<file path="src/rtl/md_issue_ctrl.sv">
// Issue controller between the E stage and the mul_div unit: launches md ops, writes HI/LO,
// tracks the Busy handshake and stalls HI/LO consumers. Optional MD_PERF_EN adds StallCnt.
module md_issue_ctrl #(
  parameter int unsigned ACK_TIMEOUT = 4
`ifdef MD_PERF_EN
  , parameter int unsigned CNT_W = 16
`endif
) (
  input  logic              Clk,
  input  logic              Rst,
  input  logic              E_Valid,
  input  logic [2:0]        E_MdOp,
  input  logic [31:0]       E_RsVal,
  input  logic [31:0]       E_RtVal,
  input  logic              D_MdUse,
  input  logic              Busy,
  output logic [31:0]       D1,
  output logic [31:0]       D2,
  output logic [1:0]        Op,
  output logic              Start,
  output logic              We,
  output logic              HiLo,
  output logic              Stall,
  output logic              Err
`ifdef MD_PERF_EN
  , output logic [CNT_W-1:0] StallCnt
`endif
);

  localparam int unsigned ACW = $clog2(ACK_TIMEOUT + 1);
  localparam logic [ACW-1:0] ACK_LIM = ACW'(ACK_TIMEOUT);

  typedef enum logic [1:0] {StIdle, StLaunch, StRun} state_e;

  state_e          state_q, state_d;
  logic [ACW-1:0]  ack_q, ack_d, ack_inc;
  logic [31:0]     d1_q, d1_d, d2_q, d2_d;
  logic [1:0]      op_q, op_d;
  logic            start_q, start_d;
  logic            we_q, we_d;
  logic            hilo_q, hilo_d;
  logic            err_q, err_d;
  logic            is_md, is_mv;

  assign is_md   = E_Valid && (E_MdOp >= 3'd1) && (E_MdOp <= 3'd4);
  assign is_mv   = E_Valid && ((E_MdOp == 3'd5) || (E_MdOp == 3'd6));
  assign ack_inc = ack_q + ACW'(1);

  always_comb begin
    state_d = state_q;
    ack_d   = ack_q;
    d1_d    = d1_q;
    d2_d    = d2_q;
    op_d    = op_q;
    start_d = 1'b0;
    we_d    = 1'b0;
    hilo_d  = hilo_q;
    err_d   = err_q;
    case (state_q)
      StIdle: begin
        if (is_md) begin
          d1_d    = E_RsVal;
          d2_d    = E_RtVal;
          // mult=1,multu=2,div=3,divu=4 map to {is_div, is_signed}
          op_d    = {(E_MdOp >= 3'd3), E_MdOp[0]};
          start_d = 1'b1;
          ack_d   = '0;
          state_d = StLaunch;
        end else if (is_mv) begin
          d1_d   = E_RsVal;
          we_d   = 1'b1;
          hilo_d = (E_MdOp == 3'd5);
        end
      end
      StLaunch: begin
        if (Busy) begin
          ack_d   = '0;
          state_d = StRun;
        end else if (ack_inc == ACK_LIM) begin
          ack_d   = '0;
          err_d   = 1'b1;
          state_d = StIdle;
        end else begin
          ack_d = ack_inc;
        end
      end
      StRun: begin
        if (!Busy) state_d = StIdle;
      end
      default: state_d = StIdle;
    endcase
    // Ops arriving while a previous op is in flight are dropped and flagged.
    if ((state_q != StIdle) && (is_md || is_mv)) err_d = 1'b1;
  end

  always_ff @(posedge Clk) begin
    if (Rst) begin
      state_q <= StIdle;
      ack_q   <= '0;
      d1_q    <= '0;
      d2_q    <= '0;
      op_q    <= '0;
      start_q <= 1'b0;
      we_q    <= 1'b0;
      hilo_q  <= 1'b0;
      err_q   <= 1'b0;
    end else begin
      state_q <= state_d;
      ack_q   <= ack_d;
      d1_q    <= d1_d;
      d2_q    <= d2_d;
      op_q    <= op_d;
      start_q <= start_d;
      we_q    <= we_d;
      hilo_q  <= hilo_d;
      err_q   <= err_d;
    end
  end

  assign D1    = d1_q;
  assign D2    = d2_q;
  assign Op    = op_q;
  assign Start = start_q;
  assign We    = we_q;
  assign HiLo  = hilo_q;
  assign Err   = err_q;
  // Busy is honoured even in IDLE so a stale unit after reset still holds consumers.
  assign Stall = D_MdUse && ((state_q != StIdle) || start_q || Busy);

`ifdef MD_PERF_EN
  logic [CNT_W-1:0] cnt_q;

  always_ff @(posedge Clk) begin
    if (Rst) begin
      cnt_q <= '0;
    end else if (Stall && (cnt_q != '1)) begin
      cnt_q <= cnt_q + CNT_W'(1);
    end
  end

  assign StallCnt = cnt_q;
`endif

endmodule

</file>
<file path="config.mk">
export PLATFORM = sky130hd
export DESIGN_NAME = md_issue_ctrl
export DESIGN_NICKNAME = d
export VERILOG_FILES = /design/src/rtl/md_issue_ctrl.sv
export SDC_FILE = /design/constraint.sdc
export NUM_CORES = 1
export LEC_CHECK = 0
export CAP_MARGIN = 20
export CORE_MARGIN = 10
export CORE_UTILIZATION = 31
export DETAILED_ROUTE_END_ITERATION = 8
export HOLD_SLACK_MARGIN = 0.05
export REMOVE_ABC_BUFFERS = 1
export SLEW_MARGIN = 20
export SYNTH_ARGS = -nofsm -noshare
export SYNTH_HDL_FRONTEND = slang
export SYNTH_SLANG_ARGS = --single-unit
</file>
<file path="constraint.sdc">
create_clock -name Clk -period 3.2 [get_ports Clk]
set_input_delay 0.32 -clock Clk [delete_from_list [all_inputs] [get_ports Clk]]
set_output_delay 0.32 -clock Clk [all_outputs]
set_load 0.1 [all_outputs]
</file>
==> results of run 1 <==
==> worst min-delay path by stage <==
stage | end | cells after the start | from | slack (ns)
2_1_floorplan | Err | 1 | Rst | 0.39
3_3_place_gp | D2[27] | 2 | D2[27] | 0.44
3_5_place_dp | D2[18] | 2 | D2[18] | 0.45
4_1_cts | D2[17] | 2 | D2[17] | 0.46
5_1_grt | D2[9] | 2 | D2[9] | 0.48
6_report | D2[27] | 2 | D2[27] | 0.46
==> flip-flops by register name, summed over array words and instances (netlist names) <==
signal	flops
D2	32
D1	32
Op	2
We	1
ack_q	3
Start	1
HiLo	1
Err	1
state_q	2
==> cell type report <==
type	count	area, um^2	area share, %
clock buffers	11	151.4	3.052
clock inverters	4	97.59	1.968
inverters	5	18.77	0.3784
multi-input cells	234	1546	31.18
flip-flops and latches	75	1501	30.27
well taps	136	170.2	3.431
repair buffers	146	1474	29.72
==> power by group <==
group | switching, mW | internal, mW | total (mW) | leakage [nW]
combinational | 0.586 | 0.258 | 0.844 | 1.16
sequential | 0.0335 | 0.995 | 1.03 | 0.614
clock | 0.342 | 0.557 | 0.898 | 0.122
==> cells in the final DEF, fill, tap and decap left out, types with 2 or more instances in the layout <==
cell,Yosys,routed
a21oi_1,4,4
and3_1,4,2
and3_2,0,2
buf_12,5,2
buf_4,0,3
bufinv_16,0,3
clkbuf_8,0,11
clkdlybuf4s50_1,0,141
dfxtp_1,75,75
ha_1,3,3
inv_1,4,4
mux2i_1,65,65
nand2_1,84,84
nand2b_1,46,46
nand3_1,4,4
nor2_1,2,2
nor3b_1,2,2
o21ai_0,3,3
o2bb2ai_1,2,2
xor2_1,2,2
==> per-stage QoR <==
stage          cells  hold slack [ns]
2_1_floorplan    314           0.3891
3_3_place_gp     596           0.4412
3_5_place_dp     596           0.4491
4_1_cts          611           0.4611
5_1_grt          611           0.4825
6_report         611           0.4564
==> logic make-up after synthesis <==
logic type	after synthesis
and+or+nand+nor	149
buffers and inverters	32
DFF	75
muxes	65
adders and majority gates	3
xor gates and xnor gates	2
AOI/OAI and AO/OA	15
==> routing by layer <==
metal | global-route usage, % | part of all wire, % | up-vias
met5 | 0 | 0 | -
met4 | 4.197 | 1.3 | 0
met3 | 6.563 | 13 | 9
met2 | 16.67 | 41 | 110
met1 | 14.17 | 44 | 1218
li1 | - | - | 1372
==> impl_results.md, run 1 <==
- Status: complete, no violations
- CP max-delay cell: clkdlybuf4s50_1
- Synth warn: 0
- XOR/XNOR share of the synthesized area: 0.5333%
- Via-to-Cell Ratio: 4.434
- Hpwl dp: about 6.6 mm
- Vias in the first global route: between 2000 and 3000
- Num CTS Buffers: 9
- Synth Instances: approximately 340
- Grt ovf: 0
- Setup violators final: 0
- Fill cells: 968
- Leading cell type by number of instances after synthesis: nand2_1
- Min cycle time layout: 2.181 ns
- WL/cell: 14.73 um
- CP Class: flop to output port
- WP data required: 2.88 ns
- Worst-margin pin slew: 1.027 ns
- Setup slack after layout: 1.019 ns
- Worst-Skew Late Latency: 0.34 ns
- Tot Pwr: 2.772 mW
- Post-Place Cell Area: 4711 um^2
- Area leader, netlist: dfxtp_1
- Critical-path maximum fanout: 3
- Area Overhead vs Synth: 51.01%
- First-pass detailed-route iteration total: 4
- Reg clk slew, reported paths: 0.08 ns
- Syn avg cell area: between 9 and 10 um^2
- Clock sinks: 75
- Crit path launch: Op[1]
- First-pass GRT wire length: 13.98 mm
- Initial Utilization: 31.81%
- Top cells by area, synth: dfxtp_1, mux2i_1, nand2_1
- Worst path max stage delay: 1.15 ns
- CORE AREA: a little over 10000 um^2
- Register area share after synthesis: 45.71%
- Clk root buf: clkbuf_8
- Layout Utilization: 48.04%
- CTS tree: yes
- Power per cell area: 558.8 nW/um^2
- Antenna violations before repair: 0
- Fin crit share: 68.15%
- Relative slew margins: 31.31%
- Die ar.: 15110 um^2
- Worst reg2reg path depth: 4
- Post-Synth Simple-Gate Area: around 22%
- Post-Syn Area: 3284 um^2
- CTS resizes: 0
- Commonest cells post-synth: nand2_1, dfxtp_1, mux2i_1
- Number of top-level pins: about 140
- Critical path data arrival time: 1.86 ns
- Inserted Diodes: 0
- CP top delay family: buffers and inverters
- Nets: 546
- Leakage power: around 1.9 nW
- CP startpoint kind: flop
- Pre-CTS setup slack: 0.8248 ns
- Worst-path cell chain: clkdlybuf4s50_1
- Final Hold Viols: 0
- CP Depth: 1
- Die height: 122.9 um
- H-tree Lvls: 3
- GPL Wtd Cong: about 0.74
- Async SR Flop Fraction: 0%
- 1st-iter DRT viols: roughly 170
- PortBufs: 142
- Setup tns final: 0 ns
- Tot GR Track Use: 11.59%
- Antenna-violating nets left: 0
- Synth Area in Compound Gates: ~3.2%
- DRC: 0
- Hold WC Path Type: flop to flop
- Final Cell Area: between 4000 and 5000 um^2
- Max Fclk: 0.4585 GHz
- Crit path capture type: output port
- Largest family of logic cells by synthesized area: simple AND/OR/NAND/NOR gates
- Unrepaired setup endpoints after global routing: no
- Largest net degree at the start of global routing: 54
- Synth unique cells: 34
- Share of the synthesized area in the top cell type: 45.71%
- Via count: 2709
- EDFF count, synth: 0
- Chip width: 122.9 um
- Max VDD drop: 286.8 uV
- Num rows: 37
- Max cap viols: 0
- Fraction of layout instances using a drive strength above 1: between 5 and 6%
- Mux cell area share after synthesis: 19.81%
- Crit path buffers/inverters: 1
- Crit Reg-Reg Endpoint: D1[23]
- FF+latch count, synth: 75
- CP endpoint: Op[1]
- Max Root-Sink Buffers: 2
- Routed WL: 9.000 mm
- Hold buffer count at cts: 0
- Synth Area in Adders: 1.143%
- Fin Clk Skew: slightly above 0.008 ns
- Worst R2R Setup Slack: ~1.3 ns
- Synth Flop Type: dfxtp_1
- Final slew viol count: 0
- Post-CTS setup buffers: 0
- Worst reg2reg path startpoint: state_q[0]
Note: power is estimated with default switching activity, not from simulation.
==> run 2: changes to the inputs <==
==> constraint.sdc (replaced) <==
create_clock -name Clk -period 2 [get_ports Clk]
set_input_delay 0.2 -clock Clk [delete_from_list [all_inputs] [get_ports Clk]]
set_output_delay 0.2 -clock Clk [all_outputs]
set_load 0.1 [all_outputs]
==> run 2 against run 1 <==
  * Sequential power is 60% higher
  * Sequential share of layout area is 0.61 points higher
  * First-iteration DRC count is 13% lower
  * Combinational power is 61% higher
  * Utilization is 0.95 points lower
  * Largest cell class unchanged
  * Wire length is 0.13% lower
  * Die area stayed put
  * Sequential cell count stayed put
  * Setup slack worse by 0.69 ns
  * Register-to-register slack worse by 0.79 ns
==> impl_results.md, run 2 (synthesis results as in run 1) <==
- Status: complete, no violations
- Max VDD drop: about 380 uV
- Antenna violations before repair: 0
- Hold WC Path Type: primary input to flop
- Num CTS Buffers: 9
- Layout Utilization: 47.10%
- Final slew viol count: 0
- Routed WL: 8.988 mm
- Tot GR Track Use: 11.71%
- 1st-iter DRT viols: 146
- Hold buffer count at cts: 0
- Setup violators final: 0
- Max Root-Sink Buffers: 2
- GPL Wtd Cong: 0.7400
- Worst R2R Setup Slack: 0.48 ns
- WP data required: 1.80 ns
- Most frequent cells in the layout: nand2_1, buf_4, dfxtp_1
- Critical path data arrival time: 1.47 ns
- Pint: 2.612 mW
- Fill cells: 1006
- Sw Pwr: 1.561 mW
- Antenna-violating nets left: 0
- Min cycle time layout: 1.668 ns
- Largest net degree at the start of global routing: 44
- Initial Utilization: 31.81%
- CP startpoint kind: flop
- DRC: 0
- Power per cell area: 858.2 nW/um^2
- Num rows: 37
- CORE AREA: 10320 um^2
- Grt ovf: 0
- Via count: 2748
- First-pass GRT wire length: around 14 mm
- WL/cell: 14.43 um
- Footprint of the multi-input gates: 1546 um^2
- Register share of total power: 39.5%
- Reg clk slew, reported paths: 0.08 ns
- Worst-margin pin slew: between 0.2 and 0.3 ns
- Clock share of power: ~28%
- Fraction of layout instances using a drive strength above 1: 21.97%
- Area Overhead vs Synth: 48.04%
- Number of top-level pins: 143
- Fin Clk Skew: 0.006752 ns
- Vias in the first global route: approximately 2800
- Final Hold Viols: 0
- Final Cell Area: 4862 um^2
- Worst-Skew Late Latency: 0.35 ns
- Post-CTS setup buffers: 0
- Die ar.: 15110 um^2
- First-pass detailed-route iteration total: 4
- Comb pwr share: 32.6%
- Worst reg2reg path startpoint: state_q[1]
- CTS tree: yes
- Worst reg2reg path depth: 4
- Unrepaired setup endpoints after global routing: no
- Crit Reg-Reg Endpoint: D2[26]
- CTS resizes: 0
- Post-Place Cell Area: 4668 um^2
- Chip width: 122.9 um
- Commonest non-fill, non-tap cell in the layout: nand2_1
- CP Class: flop to output port
- H-tree Lvls: 3
- Register area: approximately 1500 um^2
- Max Fclk: around 0.6 GHz
- Crit path capture type: output port
- Inserted Diodes: 0
- Setup slack after layout: 0.3318 ns
- Via-to-Cell Ratio: 4.411
- Hold Path End: D2[5]
- Pre-CTS setup slack: 0.1381 ns
- Hold_sp: E_RtVal[5]
- Die height: around 120 um
- Fin crit share: between 80% and 90%
- Clock sinks: 75
- PortBufs: about 140
- Max cap viols: 0
- Nets: 557
- Clk root buf: clkbuf_8
- Relative slew margins: around four fifths
- Hold Path Depth: 3
- Setup tns final: 0 ns
- Critical-path maximum fanout: 7
- Hpwl dp: 6.806 mm
- Sw Ratio: 37.41%
- Leakage power: 2.067 nW
==> run 2: cell types whose count changed in the layout (fill, tap and decap cells not counted), sizes merged <==
cell / before / now
bufinv: 3 / 1
clkdlybuf4s50: 141 / 71
buf: 5 / 86
clkinv: 0 / 3
==> run 2: power by group through the flow <==
stage          sequential [mW]  combinational [mW]  clock [mW]
2_1_floorplan             2.36               0.258           0
3_3_place_gp              1.68                1.36           0
3_5_place_dp              1.68                1.37           0
4_1_cts                   1.65                1.38        1.21
5_1_grt                   1.66                1.43        1.29
6_report                  1.65                1.36        1.17
==> run 2: through the flow <==
| step | cells | hold WS [ns] | power (mW) |
|---|---|---|---|
| final | 623 | 0.3991 | 4.173 |
| after global routing | 623 | 0.3839 | 4.372 |
| after CTS | 623 | 0.3774 | 4.236 |
| after detailed placement | 607 | 0.4514 | 3.055 |
| after global placement | 607 | 0.4425 | 3.042 |
| after floorplan | 314 | 0.2691 | 2.623 |
==> run 2: worst max-delay path, cell delays in order, from the launching register on <==
cell and delay, ns:
dfxtp_1 0.32, buf_4 0.16, o41a_1 0.46, buf_12 0.18
==> run 2: cell type report <==
cell class	instances	share of cell area, %
Tap cell	136	3.500
Multi-Input combinational cell	234	31.81
Clock buffer	11	2.908
Clock inverter	5	1.081
Inverter	5	0.3860
Timing Repair Buffer	157	29.44
Sequential cell	75	30.88
==> run 2: routing by layer <==
layer,up-vias,routed length [um],GRT usage [%]
met5,-,0,0
met4,0,78,3.976
met3,8,1030,5.925
met2,112,3630,17.00
met1,1229,4248,14.69
li1,1399,-,-
==> run 2: how the worst max path moves through the flow <==
| stage | startpoint | endpoint | slack, ns | cells past startpoint |
|---|---|---|---|---|
| 5_1_grt | state_q[0] | Stall | 0.27 | 3 |
| 3_5_place_dp | E_Valid | D2[26] | 0.14 | 5 |
| 2_1_floorplan | state_q[0] | D2[0] | -0.30 | 3 |
| 4_1_cts | state_q[0] | Stall | 0.32 | 3 |
| 6_report | state_q[0] | Stall | 0.33 | 3 |
| 3_3_place_gp | E_Valid | D2[14] | 0.18 | 5 |
==> run 3: changes to the inputs <==
==> constraint.sdc (replaced) <==
create_clock -name Clk -period 1.8 [get_ports Clk]
set_input_delay 0.18 -clock Clk [delete_from_list [all_inputs] [get_ports Clk]]
set_output_delay 0.18 -clock Clk [all_outputs]
set_load 0.1 [all_outputs]
==> run 3 against run 2 <==
  * Utilization is 0.13 points higher
  * Wire length is 0.79% higher
  * Sequential share of layout area is 0.087 points lower
  * Setup slack worse by 0.18 ns
  * Sequential cell count stayed put
  * Power is 15% higher
  * Non-clock buffer count is 1 lower
  * Via count is 0.69% higher
  * Sequential power is 11% higher
  * Count of clock-buffer cells in the layout is 1 higher
  * Global-route usage is 0.11 points lower
==> impl_results.md, run 3 (synthesis results as in run 1) <==
- Status: complete, no violations
- First-pass GRT wire length: 14.21 mm
- Clk root buf: clkbuf_8
- Vias in the first global route: 2803
- Die ar.: between 15000 and 20000 um^2
- Largest net degree at the start of global routing: between 40 and 50
- Pre-CTS setup slack: 0.01710 ns
- Max Fclk: 0.6078 GHz
- Fraction of layout instances using a drive strength above 1: 21.81%
- Worst path max stage delay: roughly 0.45 ns
- Tot GR Track Use: about 12%
- Max Root-Sink Buffers: 2
- First-pass detailed-route iteration total: 4
- Fin crit share: 91.40%
- Initial Utilization: 31.81%
- Most frequent cells in the layout: nand2_1, buf_4, dfxtp_1
- Via-to-Cell Ratio: around 4.4
- CP max-delay cell: o41a_1
- Final Hold Viols: 0
- Crit path buffers/inverters: 2
- Clock sinks: 75
- CORE AREA: 10320 um^2
- 1st-iter DRT viols: 102
- WL/cell: 14.56 um
- Unrepaired setup endpoints after global routing: no
- Setup slack after layout: approximately 0.15 ns
- Nets: 556
- CP startpoint kind: flop
- GPL Wtd Cong: 0.7431
- Antenna violations before repair: 0
- Relative slew margins: 78.09%
- Leakage power: 2.072 nW
- Routed WL: ~9.1 mm
- Min cycle time layout: 1.645 ns
- Crit path capture type: output port
- Worst-margin pin slew: 0.3282 ns
- CTS resizes: 0
- Grt ovf: 0
- Final Cell Area: 4876 um^2
- Hold slack: 0.3822 ns
- Commonest non-fill, non-tap cell in the layout: nand2_1
- Final slew viol count: 0
- PortBufs: 142
- Post-CTS setup buffers: 0
- Die height: 122.9 um
- Num CTS Buffers: 9
- Critical path data arrival time: 1.47 ns
- Via count: roughly 2800
- Fin Clk Skew: 0.005580 ns
- Antenna-violating nets left: 0
- Worst-Skew Late Latency: 0.34 ns
- Hold buffer count at cts: 0
- Num rows: 37
- CTS tree: yes
- Reg clk slew, reported paths: about 0.080 ns
- Inserted Diodes: 0
- Critical-path maximum fanout: 7
- CP top delay family: compound AO/OA/AOI/OAI gates
- DRC: 0
- Chip width: 122.9 um
- WP data required: 1.62 ns
- Max cap viols: 0
- Hpwl dp: 6.745 mm
- Max VDD drop: 405.0 uV
- Worst-path cell chain: buf_4 > o41a_1 > buf_12
- Number of top-level pins: 143
- Area Overhead vs Synth: 48.46%
- Post-Place Cell Area: 4648 um^2
- Setup violators final: 0
- CP Class: flop to output port
- H-tree Lvls: 3
- Hold WC Path Type: primary input to flop
- Tot Pwr: 4.808 mW
- Power per cell area: 986.2 nW/um^2
==> run 3: tightest hold or removal path, stage by stage <==
cell and delay [ns]:
clkdlybuf4s50_1 0.39, nand2_1 0.05, mux2i_1 0.05
==> run 3: metal layers <==
metal  vias up  wire [um]  GRT usage [%]
met2       108       3701          16.87
met4         0         75          2.651
met5         -          0              0
met1      1259       4248          14.68
met3         7       1034          6.381
li1       1393          -              -
==> run 3: metrics by stage <==
stage | TNS [ns] | cells | utilization [%]
global route | 0 | 622 | 47.23
detailed placement | 0 | 606 | 45.02
floorplan | -31.51 | 314 | -
CTS | 0 | 622 | 47.23
global placement | 0 | 606 | 45.02
finish | 0 | 622 | 47.23
==> run 3: path summary, 6_finish.rpt <==
check | from | end | slack (ns) | cells after the start
setup / recovery | state_q[0] | Stall | 0.15 | 3
hold / removal | E_RtVal[22] | D2[22] | 0.38 | 3
setup reg to reg | state_q[0] | D1[7] | 0.36 | 5
hold reg to reg | D2[18] | D2[18] | 0.46 | 2
==> run 3: area by class of cell <==
cell class | count | area, um^2
clock inverters | 4 | 72.57
flip-flops and latches | 75 | 1501
inverters | 5 | 18.77
fillers | 1020 | 5448
well taps | 136 | 170.2
clock buffers | 12 | 155.1
repair buffers | 156 | 1411
multi-input cells | 234 | 1546
==> run 3: power by group <==
group	internal, mW	switching, mW
sequential	1.77	0.0594
combinational	0.450	1.05
clock	0.856	0.623
total	3.07	1.73
